===== config.mk =====
export PLATFORM = sky130hd
export DESIGN_NAME = vga_timing_flat
export DESIGN_NICKNAME = d
export VERILOG_FILES = /design/src/rtl/vga_timing_if.sv /design/src/rtl/vga_timing.sv /design/src/flat_wrapper.sv
export SDC_FILE = /design/constraint.sdc
export NUM_CORES = 1
export LEC_CHECK = 0
export ABC_AREA = 1
export CORE_MARGIN = 4
export CORE_UTILIZATION = 45
export CTS_CLUSTER_DIAMETER = 50
export DETAILED_ROUTE_END_ITERATION = 10
export GPL_TIMING_DRIVEN = 0
export PLACE_DENSITY = 0.76
export RECOVER_POWER = 50
export SLEW_MARGIN = 10
export SYNTH_ARGS = -nofsm -noshare
export SYNTH_HDL_FRONTEND = slang
export SYNTH_SLANG_ARGS = --single-unit

===== constraint.sdc =====
create_clock -name clk -period 1.81 [get_ports clk]
set_clock_uncertainty 0.05 [all_clocks]
set_input_delay 0.2715 -clock clk [delete_from_list [all_inputs] [get_ports clk]]
set_output_delay 0.2715 -clock clk [all_outputs]
set_load 0.02 [all_outputs]

===== src/rtl/vga_timing_if.sv =====
// vga_if: raster timing bundle passed between video pipeline stages.
interface vga_if;
   logic [10:0] hcount;
   logic [10:0] vcount;
   logic        hsync;
   logic        vsync;
   logic        hblnk;
   logic        vblnk;
   logic [11:0] rgb;
   modport out (output hcount, vcount, hsync, vsync, hblnk, vblnk, rgb);
   modport in  (input  hcount, vcount, hsync, vsync, hblnk, vblnk, rgb);
endinterface


===== src/rtl/vga_timing.sv =====
// vga_timing: free-running 800x600@60 raster counters with registered, counter-aligned sync/blank flags.
module vga_timing #(
   parameter int HACTIVE = 800,
   parameter int HFP     = 40,
   parameter int HSW     = 128,
   parameter int HBP     = 88,
   parameter int VACTIVE = 600,
   parameter int VFP     = 1,
   parameter int VSW     = 4,
   parameter int VBP     = 23
) (
   input  logic clk,
   input  logic rst,
   vga_if.out   vga_out,
   output logic frame_start
);
   localparam int HTOTAL = HACTIVE + HFP + HSW + HBP;
   localparam int VTOTAL = VACTIVE + VFP + VSW + VBP;
   logic [10:0] hc, vc, hn, vn;
   logic        hsync, vsync, hblnk, vblnk;
   always_comb begin
      hn = (hc == 11'(HTOTAL - 1)) ? 11'd0 : hc + 11'd1;
      vn = (hc != 11'(HTOTAL - 1)) ? vc : (vc == 11'(VTOTAL - 1)) ? 11'd0 : vc + 11'd1;
   end
   // flags decode the next counter values so they land on the same cycle as the counts
   always_ff @(posedge clk) begin
      if (rst) begin
         hc          <= '0;
         vc          <= '0;
         hsync       <= 1'b0;
         vsync       <= 1'b0;
         hblnk       <= 1'b0;
         vblnk       <= 1'b0;
         frame_start <= 1'b0;
      end else begin
         hc          <= hn;
         vc          <= vn;
         hblnk       <= hn >= 11'(HACTIVE);
         hsync       <= (hn >= 11'(HACTIVE + HFP)) && (hn < 11'(HACTIVE + HFP + HSW));
         vblnk       <= vn >= 11'(VACTIVE);
         vsync       <= (vn >= 11'(VACTIVE + VFP)) && (vn < 11'(VACTIVE + VFP + VSW));
         frame_start <= (hn == 11'd0) && (vn == 11'd0);
      end
   end
   assign vga_out.hcount = hc;
   assign vga_out.vcount = vc;
   assign vga_out.hsync  = hsync;
   assign vga_out.vsync  = vsync;
   assign vga_out.hblnk  = hblnk;
   assign vga_out.vblnk  = vblnk;
   assign vga_out.rgb    = 12'h000;
endmodule


===== src/flat_wrapper.sv =====
// flat-port wrapper written by rule: the top's interface ports become plain ports
module vga_timing_flat 
#(
   parameter int HACTIVE = 800,
   parameter int HFP     = 40,
   parameter int HSW     = 128,
   parameter int HBP     = 88,
   parameter int VACTIVE = 600,
   parameter int VFP     = 1,
   parameter int VSW     = 4,
   parameter int VBP     = 23
)
  (clk, rst, frame_start, vga_out_hcount, vga_out_vcount, vga_out_hsync, vga_out_vsync, vga_out_hblnk, vga_out_vblnk, vga_out_rgb);
  vga_if vga_out_i ();
  input  logic clk;
  input  logic rst;
  output logic frame_start;
  output wire logic [$bits(vga_out_i.hcount)-1:0] vga_out_hcount;
  output wire logic [$bits(vga_out_i.vcount)-1:0] vga_out_vcount;
  output wire logic [$bits(vga_out_i.hsync)-1:0] vga_out_hsync;
  output wire logic [$bits(vga_out_i.vsync)-1:0] vga_out_vsync;
  output wire logic [$bits(vga_out_i.hblnk)-1:0] vga_out_hblnk;
  output wire logic [$bits(vga_out_i.vblnk)-1:0] vga_out_vblnk;
  output wire logic [$bits(vga_out_i.rgb)-1:0] vga_out_rgb;
  assign vga_out_hcount = vga_out_i.hcount;
  assign vga_out_vcount = vga_out_i.vcount;
  assign vga_out_hsync = vga_out_i.hsync;
  assign vga_out_vsync = vga_out_i.vsync;
  assign vga_out_hblnk = vga_out_i.hblnk;
  assign vga_out_vblnk = vga_out_i.vblnk;
  assign vga_out_rgb = vga_out_i.rgb;
  vga_timing #(.HACTIVE(HACTIVE), .HFP(HFP), .HSW(HSW), .HBP(HBP), .VACTIVE(VACTIVE), .VFP(VFP), .VSW(VSW), .VBP(VBP)) u_core (.clk(clk), .rst(rst), .vga_out(vga_out_i), .frame_start(frame_start));
endmodule

[Word-level counts from Yosys, hierarchy flattened]
Index checks and enable logic that the tools add are counted.
Storage, ports and cells
  register bits: 27
  bits of input ports: 2
  output and inout port bits: 39
  logic and storage cells: 26
Cells by class
  add/subtract/negate cells: 2
  order comparisons: 6
  equal/unequal tests: 3
  muxes and demuxes: 3
  reductions and logical operators: 5
Operators with widths (count)
  $ge 11x10->1 const B: 4
  $mux 11: 3
  $add 11x1->11 const B: 2
  $logic_not 11->1: 2
  $lt 11x10->1 const B: 2
  $eq 11x10->1 const B: 1
  $eq 11x11->1 const B: 1
  $ne 11x11->1 const B: 1
  $logic_and 1x1->1: 3

[Longest topological paths before layout]
Gate-level depths: netlist of the first run.
  depth after elaboration: 5
  gate-level depth with buffers: 13
  gate-level depth less buffers: 13

[Worst setup path before layout of the first run]
OpenSTA, ideal clock, no wires.
  path type: reg2reg
  from: register u_core.hc[0] (netlist: u_core.vga_out.hcount[0])
  to: register u_core.hsync (netlist: u_core.vga_out.hsync)
  setup time: 0.115 ns
  arrival time: 1.836 ns
  path slack: -0.191 ns
  stages on the path, launching flop included: 11
  period minus slack after synthesis: 2.001 ns
  cell sequence: dfxtp_1 ha_1 nand2_2 nor2_4 nand4_1 o21ai_1 nand3_2 nand3_1 nand2_1 nor2_1 nor2_1
Between the ends
  word-level cells in the longest chain between the ends: 4
  elaborated cells on any way between the ends: 6
RTL lines
  start, declared: line vga_timing.sv:19  | logic [10:0] hc, vc, hn, vn;
  start signal, assigned: line vga_timing.sv:36  | hc <= hn;
  $add 11x1->11 / $eq 11x11->1 (equally long branches): line vga_timing.sv:22  | hn = (hc == 11'(HTOTAL - 1)) ? 11'd0 : hc + 11'd1;
  $mux 11 *: line vga_timing.sv:22
  $ge 11x10->1 / $lt 11x10->1 (equally long branches): line vga_timing.sv:39  | hsync <= (hn >= 11'(HACTIVE + HFP)) && (hn < 11'(HACTIVE + HFP + HSW));
  $logic_and 1x1->1 *: line vga_timing.sv:39
  end signal, assigned: line vga_timing.sv:39
  end, declared: line vga_timing.sv:20  | logic hsync, vsync, hblnk, vblnk;
Mark *: on every way between the ends. The rest lies on a longest branch, timed or not.
A chain may end at the register's enable or synchronous reset.

[Worst setup path in the final report of the first run]
  from: register u_core.hc[1] (netlist: u_core.vga_out.hcount[1])
  to: register u_core.hsync (netlist: u_core.vga_out.hsync)
The elaborated chain is that of the path after synthesis.

==> reports/metrics.csv, run 1 <==
metric,value,unit
synth_edf_count,0,
setup.worst_path.end_class,register,
cts_made_buffers,3,
diodes,0,
drcViolationCount,0,
dpl_cell_area,0.00220,mm^2
grt_use_met2,30.6,%
critPathLaunchType,register,
initialDrtViolationCount,176,
grt_first_pass_wirelength,8220,um
dieWidth,71.6,um
top_usage_layer,met2,
failed_checks,negative setup slack,
hpwl,3520,um
postRouteAntennaNets,0,
vias_per_cell,5.03,
met1_usage,28.6,%
synth.distinct_cells,27,
async_reset_ff_share,0,%
max_slew_margin,62.3,%
hold_class,in2reg,
cts_max_path_buffers,2,
rr_worst_depth,10,
holdPathStages,2,
drv_slew,0,
ios,41,
r2r_setup_slack,-0.03,ns
post-route-period-util,102,%
die_h,71.6,um
dieArea,0.00513,mm^2
clk_latency,0.28,ns
cts_sinks,27,
utilization,66.6,%
use_met3,2.66,%
setup_viol_count_final,4,
synth_area_leader_cell,dfxtp_1,
netlist_instances,299,
grtUsageTotal,19.7,%
core,0.00380,mm^2
yosysWarnings,0,
postSynthAreaPerCell,6.09,um^2
seq_area_frac_synth,29.7,%
gp_congestion,0.896,
fp-row-count,22,
antenna_found_initial,0,
wl_per_cell,12.4,um
synthFlopType,dfxtp_1,
maxCapViolations,0,
cts_tree,built,
status,"complete, but fails checks",
n_fill_cell,348,
finalCriticalPeriod,1.84,ns
synth_top_area_share,29.7,%
firstDrtPassIters,5,
io_buffers,27,
powerDensity,421,mW/mm^2
timing.fmax,0.543,GHz
crit_type,reg2reg,
area_growth_syn_to_layout,38.8,%
htree_levels,1,
hold_viol_final,0,
drive_gt1_share,23.5,%
required,1.94,ns
peakVddDrop,0.000412,V
rsz0062_at_grt,true,
arrival,1.97,ns
netlist_top_cells_area,"dfxtp_1 30%, nand2_1 16%, nor2_1 12%, nand3_1 11%, inv_1 7.2%",
p_leak,1.08,nW
grt_max_degree,15,
path_clk_slew,0.10,ns
grt_pass1_vias,1796,
start_util,48.0,%
hold_buffers,0,
fin_ws,-0.0325,ns
wirelength,5040,um
root_buffer,clkbuf_8,
worstMarginPinSlew,0.566,ns
grt-ovfl-total,0,
synth_area,0.00182,mm^2
vias,2039,
nNetsFinal,363,
cp_max_fo,6,
synth_seq_cells,27,
postLayoutCellArea,0.00253,mm^2
-- Yosys cell counts, types with 3 or more instances --
cell type,count
nand2_1,76
nor2_1,57
nand3_1,39
inv_1,35
dfxtp_1,27
buf_4,12
nand4_1,9
a21oi_1,7
o21ai_0,5
nor3_1,4
clkbuf_1,3
ha_1,3
nor2_4,3
o21bai_1,3
-- layout make-up --
| type | instances | area, um^2 | share of cell area, % |
|---|---|---|---|
| Buffer | 17 | 120 | 4.75 |
| Clock buffer | 4 | 45.0 | 1.78 |
| Timing Repair Buffer | 42 | 383 | 15.1 |
| Tap cell | 48 | 60.1 | 2.38 |
| Multi-Input combinational cell | 231 | 1220 | 48.4 |
| Sequential cell | 27 | 562 | 22.2 |
| Inverter | 36 | 135 | 5.34 |
-- worst max-delay path, stage by stage, from the launching register on --
cell,delay (ns)
dfxtp_4,0.37
ha_4,0.15
nand2_4,0.07
nor2_4,0.21
nand4_1,0.20
nand2_1,0.13
nand3_2,0.13
nor2_2,0.14
nand3_2,0.08
o21bai_1,0.13
nor2_1,0.05
-- flip-flops by register name, summed over array words and instances (netlist names) --
signal                 cells
u_core.vga_out.hsync       1
u_core.vga_out.hblnk       1
u_core.vga_out.vblnk       1
u_core.vga_out.vcount     11
u_core.frame_start         1
u_core.vga_out.hcount     11
u_core.vga_out.vsync       1
-- path summary, 6_finish.rpt --
path,to,from
hold / removal,u_core.vga_out.hblnk,rst
hold reg to reg,u_core.vga_out.vcount[10],u_core.vga_out.vcount[10]
setup reg to reg,u_core.vga_out.hsync,u_core.vga_out.hcount[1]
setup / recovery,u_core.vga_out.hsync,u_core.vga_out.hcount[1]
-- power breakdown --
part           switching, W  internal [W]  total [W]
sequential       0.00000842      0.000597   0.000606
combinational     0.0000663     0.0000447   0.000111
clock              0.000190      0.000158   0.000348
total              0.000264      0.000800    0.00106
-- cells by family after synthesis --
| family | share of synthesized area [%] |
|---|---|
| simple gates | 48.5 |
| buf+inv | 13.9 |
| flops | 29.7 |
| compound gates | 5.22 |
| fa+ha+maj | 2.06 |
| xor+xnor | 0.481 |
| other cells | 0.206 |
-- stage by stage --
step / setup WS (ns) / instances / total power [W] / hold WS (ns) / setup TNS (ns)
2_1_floorplan: 0.00153 / 310 / 0.000695 / 0.460 / 0
3_3_place_gp: -0.180 / 385 / 0.000718 / 0.456 / -0.743
3_5_place_dp: -0.208 / 385 / 0.000719 / 0.458 / -0.819
4_1_cts: 0.00985 / 397 / 0.00107 / 0.338 / 0
5_1_grt: -0.185 / 405 / 0.00111 / 0.367 / -0.742
6_report: -0.0325 / 405 / 0.00106 / 0.351 / -0.0906
-- per-layer routing --
metal | vias up | part of all wire, %
met5 | - | 0
met4 | 0 | 1.0
met3 | 4 | 5.5
met2 | 58 | 46
met1 | 933 | 47
li1 | 1044 | -
-- cell usage in the layout (no fill, tap or decap), types with 3 or more instances in the layout --
cell and count:
dfxtp_4 4, clkbuf_1 4, clkbuf_8 3, nor2_2 10
dfxtp_1 18, clkdlybuf4s50_1 27, buf_4 27, nor2_1 45
inv_2 3, nand3_2 8, a21oi_1 6, nand4_1 9
nand3_1 33, o21bai_1 3, nand2_2 5, nor3_1 3
conb_1 12, dfxtp_2 5, inv_1 33, nor2_4 7
nand2_1 72
-- repair_timing --
| item | 4_1_cts | 5_1_grt |
|---|---|---|
| setup endpoints to repair | 6 | 6 |
| gates resized for setup | 25 | 26 |
| buffers inserted | 7 | 8 |
| gates cloned | 1 | 0 |
| pin swaps | 8 | 15 |
(Power assumes the default switching activity.)
==> inputs of run 2 (changes only) <==
- ABC_CLOCK_PERIOD_IN_PS: unset -> 1810
==> results of run 2 <==
The final DEF is identical to that of run 1; final timing and power are the same.
==> inputs of run 3 (changes only) <==
- CTS_BUF_LIST: unset -> sky130_fd_sc_hd__clkbuf_8
==> run 3 against run 2 <==
Compared with the run above:
- setup slack got worse by 0.0010 ns
- cell count did not move
- critical endpoint is now u_core.vga_out.vsync
- the run still ends with negative setup slack left
- first-iteration DRC count shrank 1.1%
- sequential share of layout area is the same
- die area unchanged
- highest routed layer unchanged
- count of clock-buffer cells in the layout fell by 1
- cell area unchanged
==> reports/metrics.csv, run 3 (same netlist as run 1, synthesis figures left out) <==
metric,value,unit
p_leak,1.08,nW
worstMarginPinSlew,0.568,ns
nNetsFinal,363,
antenna_found_initial,0,
io_buffers,27,
crit_buf_inv,0,
gp_congestion,0.896,
fin_ws,-0.0335,ns
timing.fmax,0.542,GHz
max_slew_margin,62.1,%
cts_sinks,27,
n_fill_cell,348,
core,0.00380,mm^2
cts_max_path_buffers,2,
htree_levels,1,
vias_per_cell,5.02,
fp-row-count,22,
path_clk_slew,0.10,ns
rsz0062_at_grt,true,
initialDrtViolationCount,174,
area_growth_syn_to_layout,38.8,%
ios,41,
timing.rr.start,u_core.vga_out.hcount[1],
worstHoldStart,rst,
drv_slew,0,
rr_worst_depth,9,
post-route-period-util,102,%
holdPathStages,2,
hold_buffers,0,
wirelength,5010,um
wl_per_cell,12.4,um
most-common-layout-cells,"72 x nand2_1, 45 x nor2_1, 34 x inv_1",
cts_tree,built,
slowest_stage,dfxtp_4,
root_buffer,clkbuf_8,
crit_family,simple AND/OR/NAND/NOR gates,
firstDrtPassIters,4,
grt_pass1_vias,1796,
worstPathCellList,ha_4 > nand2_4 > nor2_4 > nand3_4 > o21ai_1 > nand3_2 > a21oi_1 > o21ai_0 > nor2_1,
setup.worst_path.end_class,register,
grt_max_degree,15,
hold_viol_final,0,
hpwl,3520,um
failed_checks,negative setup slack,
required,1.97,ns
dieWidth,71.6,um
clk_latency,0.28,ns
cts_made_buffers,3,
arrival,2.00,ns
finalCriticalPeriod,1.84,ns
grt_first_pass_wirelength,8220,um
drive_gt1_share,23.5,%
r2r_setup_slack,-0.03,ns
grtUsageTotal,19.7,%
cp_slowest_stage_delay,0.38,ns
status,"complete, but fails checks",
r2r-end,u_core.vga_out.vsync,
cp_max_fo,6,
powerDensity,419,mW/mm^2
critPathLaunchType,register,
postRouteAntennaNets,0,
hold_class,in2reg,
start_util,48.0,%
layout_commonest_cell,nand2_1,
finalSetupTns,-0.111,ns
peakVddDrop,0.000410,V
setup_viol_count_final,4,
finalPower,0.00106,W
dieArea,0.00513,mm^2
grt-ovfl-total,0,
vias,2034,
drcViolationCount,0,
crit_type,reg2reg,
whs_endpoint,u_core.vga_out.hblnk,
diodes,0,
die_h,71.6,um
maxCapViolations,0,
[run 3: changes by cell type in the layout (fill, tap and decap cells not counted)]
cell	before	now
clkbuf_1	4	3
inv_1	33	34
[run 3: routing by layer]
layer / track usage [%] / share of wire (%) / up-vias
li1: - / - / 1042
met1: 28.6 / 47 / 923
met2: 30.6 / 46 / 65
met3: 2.66 / 6.1 / 4
met4: 4.80 / 0.88 / 0
met5: 0 / 0 / -
[run 3: worst reg2reg max path, stage by stage, from the launching register on]
cell,delay (ns)
dfxtp_4,0.38
ha_4,0.15
nand2_4,0.07
nor2_4,0.21
nand3_4,0.15
o21ai_1,0.21
nand3_2,0.16
a21oi_1,0.18
o21ai_0,0.11
nor2_1,0.10
[run 3: area by class of cell]
cell class	count	area [um^2]	share of cell area, %
Timing Repair Buffer	42	383	15.1
Clock inverter	1	3.75	0.148
Inverter	36	135	5.34
Multi-Input combinational cell	231	1220	48.4
Sequential cell	27	562	22.2
Buffer	17	120	4.75
Clock buffer	3	41.3	1.63
Tap cell	48	60.1	2.38
[run 3: what timing repair did]
action / 4_1_cts / 5_1_grt
cloned: 1 / 0
endpoints found under the setup margin: 6 / 6
buffers inserted: 7 / 8
resized for setup: 25 / 26
pin swaps: 8 / 15
[run 3: metrics by stage]
step	instances	area [um^2]	hold slack, ns	setup slack (ns)	util [%]
finish	405	2530	0.351	-0.0335	66.6
global route	405	2530	0.367	-0.185	66.6
detailed placement	385	2200	0.458	-0.208	57.9
CTS	397	2390	0.338	0.00985	62.9
floorplan	310	1870	0.460	0.00153	-
global placement	385	2200	0.456	-0.180	57.9
[run 3: report_power, final]
part	internal, W	switching (W)
clock	0.000152	0.000191
combinational	0.0000447	0.0000662
sequential	0.000597	0.00000837
[run 3: worst max path at each step]
stage / startpoint / to / slack [ns] / depth (start not counted)
detailed placement: u_core.vga_out.hcount[0] / u_core.vga_out.vsync / -0.21 / 9
global placement: u_core.vga_out.vcount[1] / u_core.frame_start / -0.18 / 11
floorplan: u_core.vga_out.vcount[1] / u_core.vga_out.vblnk / 0.002 / 13
global route: u_core.vga_out.hcount[1] / u_core.vga_out.hblnk / -0.18 / 11
finish: u_core.vga_out.hcount[1] / u_core.vga_out.vsync / -0.03 / 9
CTS: u_core.vga_out.hcount[0] / u_core.vga_out.hsync / 0.01 / 10
